**config.mk**
```make
export PLATFORM = sky130hd
export DESIGN_NAME = ddr2_v11_0_if_csr_m0_chan_arbiter
export DESIGN_NICKNAME = d
export VERILOG_FILES = /design/src/rtl/ddr2_v11_0_if_csr_m0_chan_arbiter.sv
export SDC_FILE = /design/constraint.sdc
export NUM_CORES = 1
export LEC_CHECK = 0
export ABC_AREA = 1
export BUFFER_PORTS_ARGS = -buffer_cell sky130_fd_sc_hd__buf_2
export CAP_MARGIN = 5
export CORE_MARGIN = 2
export CORE_UTILIZATION = 37
export CTS_BUF_LIST = sky130_fd_sc_hd__clkbuf_4 sky130_fd_sc_hd__clkbuf_8
export CTS_CLUSTER_SIZE = 10
export DETAILED_ROUTE_END_ITERATION = 10
export PLACE_DENSITY = 0.8
export SLEW_MARGIN = 10
export SYNTH_ARGS = -nofsm -noshare
export SYNTH_HDL_FRONTEND = slang
export SYNTH_SLANG_ARGS = --single-unit
```
**constraint.sdc**
```tcl
create_clock -name clk -period 1.2 [get_ports clk]
set_input_delay 0.06 -clock clk [delete_from_list [all_inputs] [get_ports clk]]
set_output_delay 0.06 -clock clk [all_outputs]
set_load 0.01 [all_outputs]
```
**src/rtl/ddr2_v11_0_if_csr_m0_chan_arbiter.sv**
```systemverilog
// Two-input packet arbiter: round-robin grant held for a whole packet.
// Option: DDR2_V11_0_IF_CSR_M0_CHAN_ARBITER_OUT_REG_EN adds a 2-entry output skid.
`timescale 1ns/1ps
module ddr2_v11_0_if_csr_m0_chan_arbiter #(
  parameter int         DATA_W = 8,
  parameter logic [7:0] CH0_ID = 8'd0,
  parameter logic [7:0] CH1_ID = 8'd1
) (
  input  logic              clk,
  input  logic              reset,
  input  logic              in0_valid,
  input  logic              in1_valid,
  output logic              in0_ready,
  output logic              in1_ready,
  input  logic [DATA_W-1:0] in0_data,
  input  logic [DATA_W-1:0] in1_data,
  input  logic              in0_startofpacket,
  input  logic              in1_startofpacket,
  input  logic              in0_endofpacket,
  input  logic              in1_endofpacket,
  output logic              out_valid,
  input  logic              out_ready,
  output logic [DATA_W-1:0] out_data,
  output logic [7:0]        out_channel,
  output logic              out_startofpacket,
  output logic              out_endofpacket,
  output logic [1:0]        grant,
  output logic              sop_err
);

  typedef enum logic [1:0] {
    S_IDLE  = 2'd0,
    S_BUSY0 = 2'd1,
    S_BUSY1 = 2'd2
  } state_t;

  state_t              r_state;
  state_t              w_next;
  logic                r_last;
  logic                r_first;
  logic                r_sop_err;
  logic                w_busy0;
  logic                w_busy1;
  logic                w_dn_rdy;
  logic                w_xfer0;
  logic                w_xfer1;
  logic                w_xfer;
  logic                w_sel_valid;
  logic [DATA_W-1:0]   w_sel_data;
  logic [7:0]          w_sel_ch;
  logic                w_sel_sop;
  logic                w_sel_eop;

  // State register
  always_ff @(posedge clk) begin
    if (reset) r_state <= S_IDLE;
    else       r_state <= w_next;
  end

  // Next state: round-robin on ties, hold grant until the EOP beat moves
  always_comb begin
    w_next = r_state;
    unique case (1'b1)
      (r_state == S_IDLE): begin
        if (in0_valid && in1_valid)
          w_next = r_last ? S_BUSY0 : S_BUSY1;
        else if (in0_valid)
          w_next = S_BUSY0;
        else if (in1_valid)
          w_next = S_BUSY1;
      end
      (r_state == S_BUSY0): begin
        if (w_xfer0 && in0_endofpacket) w_next = S_IDLE;
      end
      (r_state == S_BUSY1): begin
        if (w_xfer1 && in1_endofpacket) w_next = S_IDLE;
      end
      default: w_next = S_IDLE;
    endcase
  end

  // FSM outputs: grant, input readies and the granted-input mux
  always_comb begin
    w_busy0     = (r_state == S_BUSY0) && !reset;
    w_busy1     = (r_state == S_BUSY1) && !reset;
    grant       = {w_busy1, w_busy0};
    in0_ready   = w_busy0 && w_dn_rdy;
    in1_ready   = w_busy1 && w_dn_rdy;
    w_xfer0     = in0_valid && in0_ready;
    w_xfer1     = in1_valid && in1_ready;
    w_xfer      = w_xfer0 || w_xfer1;
    w_sel_valid = (w_busy0 && in0_valid) || (w_busy1 && in1_valid);
    w_sel_data  = w_busy1 ? in1_data : in0_data;
    w_sel_ch    = w_busy1 ? CH1_ID : CH0_ID;
    w_sel_sop   = w_busy1 ? in1_startofpacket : in0_startofpacket;
    w_sel_eop   = w_busy1 ? in1_endofpacket : in0_endofpacket;
  end

  // Last-served pointer; reset value lets input 0 win the first tie
  always_ff @(posedge clk) begin
    if (reset)
      r_last <= 1'b1;
    else if (w_xfer0 && in0_endofpacket)
      r_last <= 1'b0;
    else if (w_xfer1 && in1_endofpacket)
      r_last <= 1'b1;
  end

  // Track first beat of a packet and flag a repeated SOP
  always_ff @(posedge clk) begin
    if (reset) begin
      r_first   <= 1'b1;
      r_sop_err <= 1'b0;
    end else begin
      r_sop_err <= w_xfer && w_sel_sop && !r_first;
      if (r_state == S_IDLE) r_first <= 1'b1;
      else if (w_xfer)       r_first <= 1'b0;
    end
  end

  assign sop_err = r_sop_err;

`ifdef DDR2_V11_0_IF_CSR_M0_CHAN_ARBITER_OUT_REG_EN
  logic [DATA_W-1:0] r_mem_d   [2];
  logic [7:0]        r_mem_ch  [2];
  logic [1:0]        r_mem_sop;
  logic [1:0]        r_mem_eop;
  logic              r_wr;
  logic              r_rd;
  logic [1:0]        r_cnt;
  logic              w_pop;

  // Skid occupancy gates acceptance and drives the registered outputs
  always_comb begin
    w_dn_rdy          = (r_cnt != 2'd2);
    out_valid         = (r_cnt != 2'd0) && !reset;
    w_pop             = out_valid && out_ready;
    out_data          = out_valid ? r_mem_d[r_rd]  : '0;
    out_channel       = out_valid ? r_mem_ch[r_rd] : '0;
    out_startofpacket = out_valid && r_mem_sop[r_rd];
    out_endofpacket   = out_valid && r_mem_eop[r_rd];
  end

  // Two-entry skid FIFO between arbiter and sink
  always_ff @(posedge clk) begin
    if (reset) begin
      r_mem_d   <= '{default: '0};
      r_mem_ch  <= '{default: '0};
      r_mem_sop <= '0;
      r_mem_eop <= '0;
      r_wr      <= 1'b0;
      r_rd      <= 1'b0;
      r_cnt     <= 2'd0;
    end else begin
      if (w_xfer) begin
        r_mem_d[r_wr]   <= w_sel_data;
        r_mem_ch[r_wr]  <= w_sel_ch;
        r_mem_sop[r_wr] <= w_sel_sop;
        r_mem_eop[r_wr] <= w_sel_eop;
        r_wr            <= ~r_wr;
      end
      if (w_pop) r_rd <= ~r_rd;
      r_cnt <= r_cnt + {1'b0, w_xfer} - {1'b0, w_pop};
    end
  end
`else
  // Combinational pass-through of the granted input
  always_comb begin
    w_dn_rdy          = out_ready;
    out_valid         = w_sel_valid;
    out_data          = (w_busy0 || w_busy1) ? w_sel_data : '0;
    out_channel       = (w_busy0 || w_busy1) ? w_sel_ch : '0;
    out_startofpacket = w_sel_valid && w_sel_sop;
    out_endofpacket   = w_sel_valid && w_sel_eop;
  end
`endif

endmodule

```
==> results.cfg <==
[run_status]
status = finished, violations left
violations = setup timing

[global_route]
antenna_found_initial = 0
grt_usage_pct = 15.7
grt_max_degree = 11
grt_pass1_wl_um = 2250
globalRouteOverflowTotal = 0
first_global_vias = 581

[detailed_routing]
via_per_inst = 4.44
postRouteAntennaNets = 0
vias = 671
drc = 0
drt_iter0_drc = 3
wire_per_inst_um = 9.42
firstDrtPassIters = 4
wl_um = 1420

[layout]
layout_commonest_cell = buf_2
syn_to_final_growth_pct = 50.6
nets = 162
final_cell_mix = buf_2 (41), nor2_1 (23), inv_1 (11)
drive_gt1_share_pct = 49.3
n_antenna_cell = 0

[timing]
setup_viol = 13
hold_violations = 0
finalCritPeriodShare_pct = 112
drv_slew = 0
fmax_mhz = 745
finClkSkew_ps = 3.38
rsz0062_at_grt = yes
period_needed_ps = 1340
fin_setup_tns_ps = -1070
setup_ws_ps = -143

[clock_network]
clkTransAtPathRegs_ps = 40
clkLatencyLatePin_ps = 240
cts_sinks = 5
cts_hold_buf = 0
cts_root_buf = clkbuf_4
clock_path_buffers = 2
cts_made_buffers = 3
cts_tree = yes
htreeDepth = 1

[place]
dp_hpwl_um = 1200
gp_congestion = 0.772
port-buffer-count = 41
dp_worst_setup_slack_ps = 49.3

[pwr]
power_density_mw_per_mm2 = 873
pwr-share-comb_pct = 41.9
intPower_uw = 458
switching_share_pct = 34.5
clkPwrFrac_pct = 30.7
power_switching_uw = 241
power_frac_seq_pct = 27.4
power.leakage_uw = 0.000517
irDropWorstVdd_mv = 0.497

[synthesis]
syn_area_per_cell_sq_um = 5.97
ys_seq_area_share_pct = 18.8
ys_warn_count = 0
synthCells = 89
synth-edff-count = 0
yosys_register_bits = 5
yosys.cell_types.count = 21
synth-main-ff-cell = dfxtp_1
synth_area_sq_um = 532
async_flop_share_pct = 0

[critical_path]
endpoint_kind = primary output
setup.worst_path.start_class = register
required_ps = 1140
worst-path-max-fanout = 6
worst-setup-path-type = reg2out
cp.arrival_ps = 1280

[run]
maxCapViolCount = 0

[die]
start_util_pct = 40.4
io_pins = 49
coreArea_sq_mm = 0.00132
rows = 13
dieArea_sq_mm = 0.00176
die_w_um = 41.9
die_height_um = 41.9

[worst_hold_path]
hold_class = in2reg
[worst max-delay path: stages (launching register included)]
cell	delay (ps)
dfxtp_2	330
inv_2	70
nand3_4	110
or2_2	300
o211a_1	110
buf_2	130
[layer usage]
metal	share of wire (%)	global-route usage [%]	vias to the layer above
met1	38	17.9	279
met2	49	29.1	40
met4	1.1	3.87	0
met5	0	0	-
li1	-	-	350
met3	12	3.48	2
[registers in the layout, summed over array words and instances (netlist names)]
register / cells
r_state: 2
sop_err: 1
r_last: 1
r_first: 1
[path summary, 6_finish.rpt]
path	start	depth (start not counted)	end	slack, ps
max	r_state[0]$_SDFFE_PP0P_	5	out_endofpacket	-140
min	reset	2	r_state[0]$_SDFFE_PP0P_	70
max reg2reg	r_state[1]$_SDFFE_PP0P_	9	r_first$_SDFFE_PP1P_	50
min reg2reg	r_first$_SDFFE_PP1P_	1	sop_err$_SDFF_PP0_	430
[stage by stage]
stage               utilization (%)  std cells  total power [uW]  hold slack [ps]  cell area (sq um)
CTS                            60.2        151               699             64.4                793
floorplan                         -         95               371              129                554
global placement               55.3        144               455              294                728
detailed placement             55.3        144               461              299                728
global route                   60.8        151               744             87.8                801
finish                         60.8        151               699             71.2                801
[cells by family after synthesis]
group	after synthesis	share of synthesized area, %
simple gates	42	36.2
buf+inv	26	25.6
other cells	1	0.705
flops	5	18.8
compound gates	14	16.7
mux	1	1.88
[cell type report]
type / count / area (sq um)
multi-input cells: 64 / 329
repair buffers: 48 / 262
inverters: 15 / 56.3
fillers: 147 / 517
clock buffers: 4 / 30.0
well taps: 15 / 18.8
flip-flops and latches: 5 / 105
[power groups by stage]
stage	Combinational (uW)	Clock, uW	Sequential, uW
2_1_floorplan	182	0	189
3_3_place_gp	265	0	190
3_5_place_dp	271	0	190
4_1_cts	290	219	191
5_1_grt	329	224	192
6_report	293	215	191
[cells in the mapped netlist (2+ instances only)]
cell     number  area, sq um
nor2_1       23         86.3
inv_1        12         45.0
buf_4        10         75.1
a21oi_1       9         45.0
nand2_1       9         33.8
dfxtp_1       5          100
inv_2         3         11.3
nand3_1       3         15.0
a31oi_1       2         12.5
nand2_2       2         12.5
[timing repair]
| item | in CTS | in global routing |
|---|---|---|
| hold endpoints to repair | 0 | 0 |
| resized for setup | 6 | 2 |
| setup endpoints to repair | 15 | 17 |
| setup buffers | 3 | 0 |
| pin swaps | 2 | 1 |
Note: power is estimated with default switching activity, not from simulation.
